==> src/rtl/vector_control_unit.sv <==
// Decode-stage control: one-cycle scalar decode plus a beat sequencer for vector ops (Op=11).
// Optional VEC_PERF_EN adds a saturating 32-bit StallCount output.
module vector_control_unit #(
  parameter int VLEN   = 8,
  parameter int LANES  = 4,
  parameter int REG_AW = 5
) (
  input  logic                     clk,
  input  logic                     reset,
  input  logic                     ValidD,
  input  logic [1:0]               Op,
  input  logic [5:0]               Funct,
  input  logic [REG_AW-1:0]        Rd,
  input  logic                     MemReady,
  output logic                     PCSrcD,
  output logic                     RegWriteD,
  output logic                     MemToRegD,
  output logic                     MemWriteD,
  output logic                     BranchD,
  output logic                     ALUSrcD,
  output logic                     NoWrite,
  output logic                     ImmSrcD,
  output logic [1:0]               RegSrcD,
  output logic [3:0]               ALUControlD,
  output logic                     StallD,
  output logic                     VecBusy,
  output logic                     VecRegWrite,
  output logic                     VecMemWrite,
  output logic                     VecMemRead,
  output logic [$clog2(VLEN)-1:0]  ElemIdx,
  output logic [LANES-1:0]         LaneMask,
`ifdef VEC_PERF_EN
  output logic [31:0]              StallCount,
`endif
  output logic                     VecIllegal
);
  localparam int BEATS = (VLEN + LANES - 1) / LANES;
  localparam int BW    = (BEATS > 1) ? $clog2(BEATS) : 1;
  localparam int EW    = $clog2(VLEN);

  typedef enum logic [1:0] {IDLE, VALU, VMEM} state_t;

  state_t        state, state_n;
  logic [BW-1:0] beat, beat_n;
  logic [1:0]    vop;
  logic          vst;
  logic          is_vec, legal, accept, last, done;

  assign is_vec     = (state == IDLE) && ValidD && (Op == 2'b11);
  assign legal      = (Funct[5:4] == 2'b00) ? !Funct[3] : (Funct[5:4] != 2'b11);
  assign accept     = is_vec && legal;
  assign VecIllegal = is_vec && !legal;
  assign last       = (beat == BW'(BEATS - 1));
  assign done       = (state == VALU) || ((state == VMEM) && MemReady);

  always_ff @(posedge clk or posedge reset) begin
    if (reset) begin
      state <= IDLE;
      beat  <= '0;
      vop   <= '0;
      vst   <= 1'b0;
    end else begin
      state <= state_n;
      beat  <= beat_n;
      if (accept) begin
        vop <= Funct[2:1];
        vst <= Funct[5];
      end
    end
  end

  always_comb begin
    state_n = state;
    beat_n  = beat;
    if (accept) begin
      state_n = (Funct[5:4] == 2'b00) ? VALU : VMEM;
      beat_n  = '0;
    end else if (done) begin
      state_n = last ? IDLE : state;
      beat_n  = last ? '0 : beat + BW'(1);
    end
  end

  always_comb begin
    RegWriteD   = 1'b0;
    MemToRegD   = 1'b0;
    MemWriteD   = 1'b0;
    BranchD     = 1'b0;
    ALUSrcD     = 1'b0;
    NoWrite     = 1'b0;
    ImmSrcD     = 1'b0;
    RegSrcD     = 2'b00;
    ALUControlD = 4'b0000;
    VecRegWrite = 1'b0;
    VecMemWrite = 1'b0;
    VecMemRead  = 1'b0;
    ElemIdx     = '0;
    LaneMask    = '0;
    if (state == IDLE && ValidD) begin
      case (Op)
        2'b00: begin
          RegWriteD = 1'b1;
          ALUSrcD   = Funct[5];
          case (Funct[4:1])
            4'b0100: ALUControlD = 4'b0000;
            4'b0010: ALUControlD = 4'b0001;
            4'b0000: ALUControlD = 4'b0010;
            4'b1100: ALUControlD = 4'b0011;
            4'b1101: ALUControlD = 4'b0110;
            4'b1010: begin
              ALUControlD = 4'b0001;
              NoWrite     = 1'b1;
            end
            default: RegWriteD = 1'b0;
          endcase
        end
        2'b01: begin
          ALUSrcD     = 1'b1;
          ImmSrcD     = 1'b1;
          ALUControlD = Funct[5] ? 4'b0000 : 4'b0001;
          if (Funct[0]) begin
            RegWriteD = 1'b1;
            MemToRegD = 1'b1;
          end else begin
            MemWriteD = 1'b1;
            RegSrcD   = 2'b10;
          end
        end
        2'b10: begin
          BranchD = 1'b1;
          ALUSrcD = 1'b1;
          ImmSrcD = 1'b1;
          RegSrcD = 2'b01;
        end
        default: ;
      endcase
    end
    if (state != IDLE) begin
      // Beat outputs: element window and tail mask for the current beat
      ElemIdx = EW'(int'(beat) * LANES);
      for (int i = 0; i < LANES; i++)
        LaneMask[i] = (int'(beat) * LANES + i) < VLEN;
      if (state == VALU) begin
        VecRegWrite = 1'b1;
        ALUControlD = {2'b00, vop};
      end else begin
        VecMemRead  = !vst;
        VecMemWrite = vst;
        VecRegWrite = !vst;
      end
    end
  end

  assign PCSrcD  = ((Rd == {REG_AW{1'b1}}) && RegWriteD) || BranchD;
  assign VecBusy = (state != IDLE);
  assign StallD  = accept || (VecBusy && !(last && done));

`ifdef VEC_PERF_EN
  always_ff @(posedge clk or posedge reset) begin
    if (reset)
      StallCount <= '0;
    else if (StallD && (StallCount != '1))
      StallCount <= StallCount + 32'd1;
  end
`endif

endmodule

==> config.mk <==
export PLATFORM = sky130hd
export DESIGN_NAME = vector_control_unit
export DESIGN_NICKNAME = d
export VERILOG_FILES = /design/src/rtl/vector_control_unit.sv
export SDC_FILE = /design/constraint.sdc
export NUM_CORES = 1
export LEC_CHECK = 0
export BUFFER_PORTS_ARGS = -buffer_cell sky130_fd_sc_hd__buf_2
export CAP_MARGIN = 20
export CORE_ASPECT_RATIO = 1.1
export CORE_MARGIN = 1
export CORE_UTILIZATION = 39
export CTS_CLUSTER_DIAMETER = 150
export DETAILED_ROUTE_END_ITERATION = 10
export PLACE_DENSITY = 0.81
export SKIP_LAST_GASP = 1
export SYNTH_ARGS = -nofsm -noshare
export SYNTH_HDL_FRONTEND = slang
export SYNTH_SLANG_ARGS = --single-unit
==> constraint.sdc <==
create_clock -name clk -period 1.3 [get_ports clk]
set_input_delay 0.26 -clock clk [delete_from_list [all_inputs] [get_ports clk]]
set_output_delay 0.26 -clock clk [all_outputs]
set_load 0.01 [all_outputs]
* After elaboration in Yosys (flattened, before gate mapping)
Cells that the tools add are included.
Word-level totals: register bits 6, input port bits 17, output and inout bits 27, logic and storage cells 93
Operators by class: $add $sub $neg 4, order comparisons 4, eq/ne operators 12, mux-type cells 43, reductions and logical operators 26
Operators with widths (number):
- $mux 1 | 27
- $eq 4x4->1 const B | 3
- $lt 4x4->1 const B | 3
- $mux 2 | 6
- $mux 4 | 3
- $pmux 3 s4 | 1
- $add 3x2->4 const B | 2
- $logic_and 1x1->1 | 8
- $eq 2x2->1 const B | 3
- $logic_not 2->1 | 3
- $mux 3 | 2
- $pmux 3 s2 | 1
- $reduce_bool 2->1 | 3
- $reduce_or 6->1 | 1
- $eq 5x5->1 const B | 1
- $add 3x1->4 const B | 1
- $eq 2x1->1 const B | 2
- $eq 4x2->1 const B | 1
- $eq 4x3->1 const B | 1
- $logic_not 1->1 | 4
- $logic_not 4->1 | 1
- $lt 3x4->1 const B | 1
- $pmux 1 s2 | 2
- $pmux 2 s2 | 1
- other kinds (5) | 8

* Depth between registers and ports, before layout
Gate-level depths: netlist (run 1).
depth in word-level cells 7, gate-level depth with buffers 5, gate-level depth less buffers 5

* Worst setup path after synthesis (run 1)
Ideal clock, no wire load.
kind reg2out, start point reg state[0], end point out PCSrcD, arrival time 1.264 ns, data required time 1.040 ns, setup slack -0.224 ns, cell stages (with the launch flop) 4, path buffers 1, cells stage by stage dfrtp_1 > clkbuf_1 > nand4bb_1 > o311ai_1
Between the ends: longest elaborated chain between the ends 5, elaborated cells on any way between the ends 6, classes of those cells 2 x mux; 4 x reduce/logical
RTL lines:
- from (decl) | line 43 | state_t state, state_n;
- from (signal assigned) | line 63 | state <= state_n;
- $logic_not 2->1 * | line 99 | if (state == IDLE && ValidD) begin
- $logic_and 1x1->1 * | line 99
- $mux 1 | line 99
- $logic_and 1x1->1 | line 154 | assign PCSrcD = ((Rd == {REG_AW{1'b1}}) && RegWriteD) || BranchD;
- $logic_or 1x1->1 * | line 154
- to (decl) | line 15 | output logic PCSrcD,
Every way passes the cells marked *; elsewhere a longest branch is shown, timed or not.

* Worst setup path after layout (run 1)
start point reg state[1], end point out PCSrcD
The elaborated chain is that of the path after synthesis.

==> reports/qor.csv, run 1 <==
stage,metric,value,unit
yosys,synth_top_flop_cell,dfrtp_1,
placement,placed_cells,164,
cells_and_area,seq_area,152.6,µm²
cells_and_area,area_growth,79.97,%
die,start_util,0.4194,
global_routing,grtUsageTotal,0.2185,
setup_path,critPathArrivalTime,1.46,ns
cells_and_area,nFillCells,128,
detailed_routing,wl_per_cell,12.30,µm
cells_and_area,drive_gt1_frac,0.5860,
cts,htree_levels,1,
setup_path,critical_path_class,flop to output pin,
sta,period_minus_slack,1.724,ns
die,design.portCount,44,
yosys,synth_edf_count,0,
yosys,yosysWarningCount,0,
cells_and_area,stdcell_count,175,
yosys,synth-seq-area-share,0.1987,
detailed_routing,drt_pass1_iterations,9,
sta,slew_viol_final,0,
cts,numCtsBuffers,3,
die,die_w,43.97,µm
worst_hold_path,worstHoldPathType,input port to flop,
cells_and_area,nets,182,
placement,portBuffers,40,
detailed_routing,vias,869,
cts,cts_tree,built,
setup_path,critPathCaptureType,output pin,
global_routing,overflow,0,
die,core_area,0.001802,mm²
outcome,violations,"design-rule violations, negative setup slack",
yosys,synth_cell_types,37,
detailed_routing,drc_errors,1,
detailed_routing,final_antenna_net_count,0,
placement,gp_congestion,0.7998,
sta,worstMarginPinSlew,0.4964,ns
sta,finalHoldViolCount,0,
die,rows,16,
setup_path,required,1.04,ns
pwr,p_per_area,1079,mW/mm²
detailed_routing,drt_wl_total,2152,µm
global_routing,grt_max_degree,8,
global_routing,antenna_found_initial,0,
placement,pre_cts_ws,-0.2881,ns
cells_and_area,mostFrequentLayoutCells,"32 x buf_2, 21 x buf_4, 16 x buf_6, 10 x inv_1, 6 x ha_1",
global_routing,grt_pass1_vias,810,
outcome,outcome,"complete, but fails checks",
sta,maxSlewHeadroom,0.6661,
sta,rsz0062_at_grt,yes,
yosys,avgSynthCellArea,8.040,µm²
cells_and_area,multiInputGateArea,610.6,µm²
cts,clockBufferDepth,2,
yosys,synthCells,94,
cells_and_area,final_common_cell,buf_2,
sta,fin_ws,-0.4238,ns
detailed_routing,drt_iter0_drc,13,
cts,root_buffer,clkbuf_4,
yosys,ys_async_sr_fraction,1.000,
die,die_area,0.002118,mm²
yosys,synth-seq-cells,6,
sta,fmax,0.5801,GHz
sta,min_period_over_period,1.326,
cts,cts.sinks,6,
job,max_cap_viol_count,0,
pwr,max-vdd-ir-drop,0.7625,mV
die,die_h,48.17,µm
cts,clk_pin_slew,0.05,ns
setup_path,critPathLaunchType,flop,
sta,setup_violations,29,
detailed_routing,vias_per_cell,4.966,
global_routing,grt_first_pass_wirelength,3353,µm
cells_and_area,diodes,0,
yosys,syn_area,755.7,µm²
placement,dp.final_hpwl,1582,µm
sta,skew,0.002364,ns
setup_path,crit_fanout,5,
pwr,p_leak,0.0007413,µW
pwr,power,1467,µW
cts,insertion_delay,0.25,ns
final cells by class:
type | count | area share
clock buffers | 3 | 0.01656
inverters | 11 | 0.03220
multi-input cells | 67 | 0.4489
flip-flops and latches | 6 | 0.1122
well taps | 18 | 0.01656
repair buffers | 70 | 0.3735
synth_stat cells, types with 2 or more instances:
cell type   n  area [µm²]
buf_4       8       60.06
nor2_1      6       22.52
inv_1      11       41.29
nand3b_1    3       22.52
dfrtp_1     6       150.1
mux2i_1     2       20.02
nor3b_1     2       15.01
nand2b_1    2       12.51
nor2b_1     2       12.51
o2bb2ai_1   2       17.52
and3_1      2       12.51
nor3_1      2       10.01
ha_1        6       75.07
o21ai_0     4       20.02
clkbuf_1    2       7.510
nand2_1     4       15.01
a21oi_1     5       25.02
and2_1      5       31.28
buf_2       2       10.01
sequential cells by signal, summed over array words and instances, names as in the netlist:
name   count
beat       1
state      2
vop        2
vst        1
metrics by stage:
stage               setup TNS (ns)  utilization  hold slack (ns)  cell area, µm²
floorplan                  -0.4029            -          0.05096           859.6
global placement            -2.868       0.6361           0.1757            1146
detailed placement          -3.224       0.6361           0.1938            1146
CTS                         -9.232       0.7396           0.3902            1333
global route                -10.97       0.7549           0.4180            1360
finish                      -9.250       0.7549           0.4063            1360
critical path: stages, from the launching register on:
cell	delay [ns]
dfrtp_2	0.44
nand4bb_4	0.31
o311ai_4	0.30
buf_2	0.17
path summary, 6_finish.rpt:
path	startpoint	endpoint	slack, ns	depth (start not counted)
setup / recovery	state[1]	PCSrcD	-0.42	3
hold / removal	Funct[1]	vop[0]	0.41	3
setup reg to reg	state[0]	vop[0]	-0.23	4
hold reg to reg	vop[0]	vop[0]	0.53	1
max in group asynchronous	reset	state[1]	0.61	3
min in group asynchronous	reset	vst	0.47	3
repair_timing:
item | in CTS | in global routing
endpoints found under the setup margin | 29 | 30
resized for setup | 24 | 7
endpoints found under the hold margin | 6 | 0
hold buffers | 1 | 0
pin swaps | 9 | 5
setup buffers | 6 | 2
cells by family (layout without fill, tap and decap cells):
family / Yosys count / in the layout / share of synthesized area
and+or+nand+nor: 37 / 37 / 0.3344
buffers and inverters: 23 / 84 / 0.1573
AOI/OAI and AO/OA: 18 / 18 / 0.1590
adders and majority gates: 6 / 6 / 0.09934
DFF: 6 / 6 / 0.1987
muxes: 3 / 3 / 0.04635
other: 1 / 3 / 0.004962
power by group:
| group | total, µW | switching, µW | leakage [µW] | internal [µW] |
|---|---|---|---|---|
| logic | 975 | 436 | 0.000659 | 539 |
| registers | 308 | 55.9 | 0.0000682 | 252 |
| clock network | 184 | 78.8 | 0.0000138 | 105 |
| total | 1470 | 571 | 0.000741 | 897 |
routing by layer:
metal  vias up  track usage  part of all wire
met5         -            0                 0
met4         0      0.07273            0.0070
met3         2      0.02593             0.036
met2        23       0.4507              0.56
met1       404       0.2342              0.39
li1        440            -                 -
(Power assumes the default switching activity.)
==> run 2, diff against run 1 <==
--- a/config.mk
+++ b/config.mk
@@ -12,8 +12,9 @@
 export CORE_UTILIZATION = 39
 export CTS_CLUSTER_DIAMETER = 150
 export DETAILED_ROUTE_END_ITERATION = 10
-export PLACE_DENSITY = 0.81
+export PLACE_DENSITY_LB_ADDON = 0.3
 export SKIP_LAST_GASP = 1
 export SYNTH_ARGS = -nofsm -noshare
 export SYNTH_HDL_FRONTEND = slang
 export SYNTH_SLANG_ARGS = --single-unit
+export TNS_END_PERCENT = 10
==> reports/qor.csv, run 2 (same netlist as run 1, synthesis figures left out) <==
stage,metric,value,unit,change
outcome,outcome,"complete, but fails checks",,unchanged
outcome,violations,negative setup slack,,"was design-rule violations, negative setup slack"
global_routing,top_usage_layer,met2,,unchanged
pwr,power_switching,493.3,µW,was 570.8 µW
setup_path,critical_path_class,flop to output pin,,unchanged
die,die_w,43.97,µm,unchanged
global_routing,antenna_found_initial,0,,unchanged
pwr,p_per_area,1048,mW/mm²,was 1079 mW/mm²
global_routing,grtUsageTotal,0.1904,,was 0.2185
setup_path,critPathCaptureType,output pin,,unchanged
cells_and_area,area_growth,54.14,%,was 79.97%
die,die_h,48.17,µm,unchanged
cts,cts_tree,built,,unchanged
die,start_util,0.4194,,unchanged
cts,insertion_delay,0.25,ns,about the same
cells_and_area,nets,173,,was 182
sta,fmax,0.5807,GHz,was 0.5801 GHz
cells_and_area,design_area,0.001165,mm²,was 0.001360 mm²
cells_and_area,nFillCells,167,,was 128
setup_path,critPathArrivalTime,1.46,ns,about the same
die,rows,16,,unchanged
sta,finalHoldViolCount,0,,unchanged
cells_and_area,mostFrequentLayoutCells,"40 x buf_2, 20 x buf_4, 11 x inv_1, 6 x ha_1",,"was 32 x buf_2, 21 x buf_4, 16 x buf_6, 10 x inv_1, 6 x ha_1"
detailed_routing,final_antenna_net_count,0,,unchanged
detailed_routing,vias_per_cell,4.976,,was 4.966
pwr,seqPwrFrac,0.253,,was 0.210
die,core_area,0.001802,mm²,unchanged
sta,skew,0.006539,ns,was 0.002364 ns
cts,cts.sinks,6,,unchanged
setup_path,crit_fanout,5,,unchanged
cells_and_area,drive_gt1_frac,0.5135,,was 0.5860
cts,root_buffer,clkbuf_4,,unchanged
setup_path,critPathLaunchType,flop,,unchanged
detailed_routing,vias,826,,was 869
sta,fin_hold_ws,0.3869,ns,was 0.4063 ns
global_routing,grt_max_degree,9,,was 8
setup_path,r2r_end,vop[0],,unchanged
cells_and_area,reg_top3,"state: 2 flops, vop: 2 flops",,unchanged
pwr,max-vdd-ir-drop,0.5998,mV,was 0.7625 mV
global_routing,overflow,0,,unchanged
worst_hold_path,worstHoldPathType,input port to flop,,unchanged
detailed_routing,drc_errors,0,,was 1
job,max_cap_viol_count,0,,unchanged
detailed_routing,drt_iter0_drc,16,,was 13
pwr,p_int,727.5,µW,was 896.7 µW
sta,rsz0062_at_grt,yes,,unchanged
sta,fin_ws,-0.4221,ns,was -0.4238 ns
sta,setup_violations,28,,was 29
die,design.portCount,44,,unchanged
detailed_routing,drt_wl_total,1984,µm,was 2152 µm
placement,placed_area,0.001121,mm²,was 0.001146 mm²
placement,gp_congestion,0.7271,,was 0.7998
die,die_area,0.002118,mm²,unchanged
worst_hold_path,hold_end,vop[0],,unchanged
cts,numCtsBuffers,3,,unchanged
global_routing,met2_usage,0.3463,,was 0.4507
pwr,p_leak,0.0006702,µW,was 0.0007413 µW
global_routing,grtUsageMet1,0.2182,,was 0.2342
global_routing,grt_first_pass_wirelength,2808,µm,was 3353 µm
setup_path,r2r_start,state[0],,unchanged
cts,htree_levels,1,,unchanged
setup_path,r2r_cells,3,,was 4
sta,fin_setup_tns,-7.092,ns,was -9.250 ns
sta,slew_viol_final,0,,unchanged
setup_path,ff2ff_setup_slack,-0.13,ns,was -0.23 ns
cts,post-cts-setup-buffers,0,,was 6
cells_and_area,final_common_cell,buf_2,,unchanged
detailed_routing,drt_pass1_iterations,7,,was 9
placement,dp.final_hpwl,1610,µm,was 1582 µm
sta,min_period_over_period,1.325,,was 1.326
sta,period_minus_slack,1.722,ns,was 1.724 ns
global_routing,gr-usage-met3,0.02222,,was 0.02593
setup_path,required,1.04,ns,about the same
cells_and_area,diodes,0,,unchanged
placement,portBuffers,40,,unchanged
pwr,swShare,0.4041,,was 0.3889
global_routing,grt_pass1_vias,652,,was 810
cts,clockBufferDepth,2,,unchanged
cts,clk_pin_slew,0.05,ns,about the same
pwr,comb_power_share,0.602,,was 0.664
detailed_routing,wl_per_cell,11.95,µm,was 12.30 µm
worst_hold_path,min_from,Funct[1],,unchanged
worst_hold_path,hold_path_depth,3,,unchanged
pwr,pwr-share-clk,0.145,,was 0.125
[run 2: cell types whose count changed in the layout (fill, tap and decap cells not counted), sizes merged]
| cell | change |
|---|---|
| buf | -9 |
[run 2: worst max-delay path, stage by stage, from the launching register on]
cell	delay, ns
dfrtp_2	0.44
nand4bb_4	0.30
nor2_2	0.14
nor4b_4	0.18
buf_2	0.16
[run 2: final cells by class]
cell class	instances	area, µm²	area share
Multi-Input combinational cell	67	565.5	0.4855
Clock buffer	3	22.52	0.01933
Tap cell	18	22.52	0.01933
Timing Repair Buffer	61	360.3	0.3093
Inverter	11	41.29	0.03545
Sequential cell	6	152.6	0.1310
[run 2: worst max path at each step]
| stage | to | startpoint | slack [ns] | cells after the start |
|---|---|---|---|---|
| global route | NoWrite | state[1] | -0.51 | 4 |
| detailed placement | NoWrite | Op[0] | -0.31 | 7 |
| floorplan | RegSrcD[1] | state[0] | -0.09 | 4 |
| CTS | NoWrite | state[1] | -0.45 | 4 |
| global placement | NoWrite | Op[0] | -0.27 | 7 |
| finish | NoWrite | state[1] | -0.42 | 4 |
[run 2: timing repair]
action	in CTS	in global routing
endpoints found under the setup margin	29	29
pin swaps	4	0
hold buffers	1	0
endpoints found under the hold margin	6	0
resized for setup	2	1
[run 2: per-layer routing]
metal,share of wire,vias to the layer above
met2,0.53,23
met1,0.43,377
met3,0.027,4
met5,0,-
li1,-,422
met4,0.016,0
[run 2: through the flow]
step / instances / utilization / total power (µW) / worst slack (ns)
4_1_cts: 166 / 0.6417 / 1234 / -0.4539
3_3_place_gp: 162 / 0.6222 / 1007 / -0.2739
2_1_floorplan: 96 / - / 830.9 / -0.08740
6_report: 166 / 0.6465 / 1221 / -0.4221
5_1_grt: 166 / 0.6465 / 1333 / -0.5055
3_5_place_dp: 162 / 0.6222 / 1039 / -0.3113
[run 2: power groups by stage]
stage	sequential [µW]	clock [µW]	combinational (µW)
floorplan	281	0	550
global placement	300	0	706
detailed placement	310	0	729
CTS	310	187	737
global route	318	196	819
finish	309	178	734
